### config.mk
export PLATFORM = sky130hd
export DESIGN_NAME = hazard_ctrl
export DESIGN_NICKNAME = d
export VERILOG_FILES = /design/src/rtl/hazard_ctrl_pkg.sv /design/src/rtl/stall_watchdog.sv /design/src/rtl/hazard_ctrl.sv
export SDC_FILE = /design/constraint.sdc
export NUM_CORES = 1
export LEC_CHECK = 0
export ABC_AREA = 1
export CAP_MARGIN = 15
export CORE_MARGIN = 2
export CORE_UTILIZATION = 51
export CTS_CLUSTER_SIZE = 25
export DETAILED_ROUTE_END_ITERATION = 6
export GPL_TIMING_DRIVEN = 0
export PLACE_DENSITY_LB_ADDON = 0.08
export SLEW_MARGIN = 30
export SYNTH_ARGS = -nofsm -noshare
export SYNTH_HDL_FRONTEND = slang
export SYNTH_SLANG_ARGS = --single-unit
### constraint.sdc
create_clock -name clk -period 2.5 [get_ports clk]
set_input_delay 0.375 -clock clk [delete_from_list [all_inputs] [get_ports clk]]
set_output_delay 0.375 -clock clk [all_outputs]
set_load 0.02 [all_outputs]
### src/rtl/hazard_ctrl_pkg.sv
// Shared constants and state encoding for the pipeline hazard controller.
package hazard_ctrl_pkg;
    localparam logic YES = 1'b1;
    localparam logic NO  = 1'b0;

    // addi x0,x0,0
    localparam logic [31:0] NOP_INST = 32'h0000_0013;

    typedef enum logic [1:0] {
        RUN   = 2'd0,
        STALL = 2'd1,
        FLUSH = 2'd2
    } state_t;
endpackage

### src/rtl/stall_watchdog.sv
// Counts consecutive stall cycles (saturating) and latches a sticky error
// once a stall outlives MAX_STALL edges.
module stall_watchdog
    import hazard_ctrl_pkg::*;
#(
    parameter int unsigned MAX_STALL = 4
) (
    input  logic clk,
    input  logic rst,
    input  logic i_stall,
    output logic o_stall_err
);
    localparam int unsigned RUN_W = $clog2(MAX_STALL + 2);
    localparam logic [RUN_W-1:0] RUN_SAT = RUN_W'(MAX_STALL + 1);
    localparam logic [RUN_W-1:0] RUN_LIM = RUN_W'(MAX_STALL);

    logic [RUN_W-1:0] r_run;
    logic             r_err;

    always_ff @(posedge clk) begin
        if (rst) begin
            r_run <= '0;
            r_err <= NO;
        end else if (i_stall) begin
            // The edge that would take the streak past MAX_STALL trips the flag
            if (r_run >= RUN_LIM)
                r_err <= YES;
            if (r_run != RUN_SAT)
                r_run <= r_run + RUN_W'(1);
        end else begin
            r_run <= '0;
        end
    end

    assign o_stall_err = r_err;
endmodule

### src/rtl/hazard_ctrl.sv
// PC and IF/ID owner: freezes on stall requests, redirects and flushes on
// resolved branches, and keeps stall/flush statistics.
module hazard_ctrl
    import hazard_ctrl_pkg::*;
#(
    parameter logic [31:0] RESET_PC  = 32'h0000_0000,
    parameter int unsigned MAX_STALL = 4,
    parameter int unsigned CNT_W     = 32
) (
    input  logic             clk,
    input  logic             rst,
    input  logic             LoadStall,
    input  logic             LoadUse,
    input  logic             Redirect,
    input  logic [31:0]      RedirTarget,
    input  logic [31:0]      IMemInst,
    output logic [31:0]      pc,
    output logic [31:0]      IF_ID_pc,
    output logic [31:0]      IF_ID_inst,
    output logic             IF_ID_valid,
    output logic             ID_EX_bubble,
    output logic [1:0]       State,
    output logic [CNT_W-1:0] StallCnt,
    output logic [CNT_W-1:0] FlushCnt,
    output logic             StallErr
);
    logic [31:0]      r_pc;
    logic [31:0]      r_if_id_pc;
    logic [31:0]      r_if_id_inst;
    logic             r_if_id_valid;
    logic [CNT_W-1:0] r_stall_cnt;
    logic [CNT_W-1:0] r_flush_cnt;
    state_t           r_state;
    state_t           w_next_state;
    logic             w_stall;
    logic             w_redir;
    logic             w_stall_err;

    // Branch operands are stale while stalled, and a bubble never redirects
    assign w_stall = LoadStall | LoadUse;
    assign w_redir = Redirect & r_if_id_valid & ~w_stall;

    always_ff @(posedge clk) begin
        if (rst)
            r_state <= RUN;
        else
            r_state <= w_next_state;
    end

    always_comb begin
        w_next_state = RUN;
        if (w_stall)
            w_next_state = STALL;
        else if (w_redir)
            w_next_state = FLUSH;
    end

    always_ff @(posedge clk) begin
        if (rst) begin
            r_pc          <= RESET_PC;
            r_if_id_pc    <= '0;
            r_if_id_inst  <= NOP_INST;
            r_if_id_valid <= NO;
            r_stall_cnt   <= '0;
            r_flush_cnt   <= '0;
        end else if (w_stall) begin
            r_stall_cnt   <= r_stall_cnt + 1'b1;
        end else if (w_redir) begin
            r_pc          <= RedirTarget;
            r_if_id_pc    <= '0;
            r_if_id_inst  <= NOP_INST;
            r_if_id_valid <= NO;
            r_flush_cnt   <= r_flush_cnt + 1'b1;
        end else begin
            r_pc          <= r_pc + 32'd4;
            r_if_id_pc    <= r_pc;
            r_if_id_inst  <= IMemInst;
            r_if_id_valid <= YES;
        end
    end

    stall_watchdog #(
        .MAX_STALL (MAX_STALL)
    ) u_stall_watchdog (
        .clk         (clk),
        .rst         (rst),
        .i_stall     (w_stall),
        .o_stall_err (w_stall_err)
    );

    assign pc           = r_pc;
    assign IF_ID_pc     = r_if_id_pc;
    assign IF_ID_inst   = r_if_id_inst;
    assign IF_ID_valid  = r_if_id_valid;
    assign ID_EX_bubble = w_stall;
    assign State        = r_state;
    assign StallCnt     = r_stall_cnt;
    assign FlushCnt     = r_flush_cnt;
    assign StallErr     = w_stall_err;
endmodule

==> results.yml <==
power_and_ir_drop:
  switching_power_mw: 1.445
  clkPwrFrac_pct: 44.4
  p_leak_nw: 4.103
  peakVddDrop_uv: 582.2
  sw_frac_of_total_pct: 25.06
  p_int_mw: 4.322
  p_comb_share_pct: 8.1
  p_seq_share_pct: 47.5
  power_density_mw_per_mm2: 528.4
sta:
  min_period_ns: 2.125
  hold_viol: 0
  relSlewSlack_pct: 48.69
  rsz0062_at_grt: "no"
  drv_slew: 0
  worst_slew_pin_slew_ns: 0.7696
  fin_setup_tns_ns: 0
  finalWorstSetupSlack_ns: 0.3755
  max_freq_mhz: 470.7
  fin_skew_ns: 0.01262
  setup_viol: 0
  final.period_utilization_pct: 84.98
place:
  numPortBuffers: 232
  dp_hpwl_um: 17980
  gp_congestion: 0.9081
  dp_worst_setup_slack_ns: 0.1866
clock_tree:
  postCtsHoldBufs: 0
  cts.repair.resized: 0
  tritoncts: "done"
  clock_sinks: 167
  cts_buffer_depth: 2
  htree_levels: 4
  clk_pin_slew_worst_paths_ns: 0.07
  cts_setup_buffers: 0
  tritoncts.num_buffers: 17
  clkLatencyLatePin_ns: 0.42
  cts-root-buf: "clkbuf_16"
synthesis:
  synth-seq-area-share_pct: 42.90
  synth_top_area_share_pct: 42.90
  yosysUniqueCellTypes: 31
  syn_avg_cell_area_um2: 6.970
  yosys_warnings: 0
  synth_area_leaders: "dfxtp_1, nand2_1, nor2_1"
  syn-num-nets: 1192
  synth_area_mm2: 0.007792
  ys_ff_latch: 167
  synth_top_cell_by_area: "dfxtp_1"
  synthCells: 1118
setup_path:
  cpMaxStageDelayCell: "clkdlybuf4s50_1"
  cpMostUsedCell: "clkdlybuf4s50_1"
  start_kind: "primary input"
  critPathArrivalTime_ns: 1.75
  critPathCaptureType: "primary output"
  crit_chain: "clkdlybuf4s50_1 -> inv_2 -> nand2_4 -> clkdlybuf4s50_1"
  cp_top_family: "buffers and inverters"
  path_class: "in -> out"
  worstPathRequired_ns: 2.12
  critPathBufInv: 3
  max_stage_delay_ns: 0.63
  critPathMaxFanout: 10
floorplanning:
  start_util_pct: 51.64
  io_pins: 234
  dieArea_mm2: 0.01628
  num_rows: 45
  coreArea_mm2: 0.01509
  die_h_um: 127.6
  die_w_um: 127.6
min_path:
  hp-class: "in -> reg"
global_route:
  grt.overflow.total: 0
  grt_pass1_vias: 7667
  antenna_found_initial: 0
  grt_usage_pct: 29.19
  grt_pass1_wl_um: 37780
  grt_max_degree: 17
layout:
  fill_cells: 1255
  num_antenna_cells: 0
  multi_input_area_mm2: 0.003871
  register_area_mm2: 0.003343
  nets: 1443
  area.growth.synth_to_final_pct: 40.08
  layout-drive-gt1-share_pct: 5.355
detailed_routing:
  num_vias: 8292
  wl_per_cell_um: 15.25
  viasPerCell: 5.282
  drt_pre_antenna_iters: 5
  drc: 0
  final_antenna_net_count: 0
  drt-initial-drc-count: 675
  wl_um: 23950
job:
  maxCapViolCount: 0
status:
  status: "completed"
[stage by stage]
step / power [mW] / instance area (um2) / instances / utilization [%] / hold WS, ns
after floorplan: 2.999 / 7792 / 1118 / - / 0.4511
after global placement: 3.258 / 10350 / 1538 / 68.59 / 0.4385
after detailed placement: 3.264 / 10350 / 1538 / 68.59 / 0.4441
after CTS: 5.792 / 10920 / 1570 / 72.34 / 0.4282
after global routing: 5.959 / 10920 / 1570 / 72.34 / 0.4800
final: 5.768 / 10920 / 1570 / 72.34 / 0.4386
[synth_stat cells (all sizes together)]
cell type and instances:
nor3 13, xor2 18, nand4 13, ha 5, o21ai 80, xnor2 3
nand2 325, inv 110, clkinv 1, dfxtp 167, nor2 171, a21oi 42
nor3b 7, a32o 36, o22ai 11, and2 2, o21a 4, clkbuf 17
buf 21, nand3 71, a22o 1
[cell type report]
class                      count  share of cell area, %
clock buffer                  17                  3.897
timing repair buffer         232                  21.27
buffer                        38                  1.479
sequential                   167                  30.63
clock inverter                15                  1.284
inverter                     111                  3.817
tap                          188                  2.155
multi-input combinational    802                  35.47
[state kept, by name (all words and copies together), names as in the netlist]
name	cells
u_stall_watchdog.o_stall_err	1
FlushCnt	32
StallCnt	32
IF_ID_valid	1
u_stall_watchdog.r_run	3
pc	32
State	2
IF_ID_pc	32
IF_ID_inst	32
[layout by cell type, fill, tap and decap left out, drive strengths merged]
master / count
a22o: 1
o21a: 4
o22ai: 11
inv: 118
bufinv: 1
nand4: 13
nor3: 13
nand3: 71
nor2: 171
dfxtp: 167
clkinv: 4
nand2: 325
buf: 21
o21ai: 80
a21oi: 42
xnor2: 3
and2: 2
nor3b: 7
a32o: 36
clkinvlp: 3
xor2: 18
clkdlybuf4s50: 232
clkbuf: 34
ha: 5
[power by group through the flow]
stage	Sequential (mW)	Combinational (mW)	Clock, mW
floorplan	2.85	0.154	0
global placement	2.80	0.461	0
detailed placement	2.80	0.465	0
CTS	2.74	0.467	2.59
global route	2.74	0.502	2.71
finish	2.74	0.467	2.56
[final timing paths]
kind / end / cells past startpoint / slack (ns) / from
worst max-delay path: ID_EX_bubble / 4 / 0.38 / LoadStall
worst min-delay path: State[1] / 2 / 0.44 / rst
worst max register to register: IF_ID_pc[1] / 6 / 0.55 / IF_ID_valid
worst min register to register: IF_ID_pc[9] / 2 / 0.46 / IF_ID_pc[9]
[worst reg2reg max path, stage by stage (launching register included)]
cell and delay [ns]:
dfxtp_1 0.33, nand2_1 0.29, inv_1 0.10, nand2_2 0.13, clkbuf_1 0.61, nand2_1 0.18
o21ai_0 0.23
[routing by layer]
metal | wire length [um] | part of all wire [%] | GRT usage [%]
met2 | 11690 | 49 | 49.92
met3 | 1842 | 7.7 | 8.668
met4 | 559 | 2.3 | 9.890
met5 | 0 | 0 | 0
met1 | 9853 | 41 | 35.09
[logic make-up (layout without fill, tap and decap cells)]
family                     Yosys count  in the layout  synth area share (%)
AOI/OAI and AO/OA                  174            174                 13.84
xor gates and xnor gates            21             21                 2.360
adders and majority gates            5              5                0.8028
buffers and inverters              149            413                 7.418
DFF                                167            167                 42.90
and+or+nand+nor                    602            602                 32.67
(Power assumes the default switching activity.)
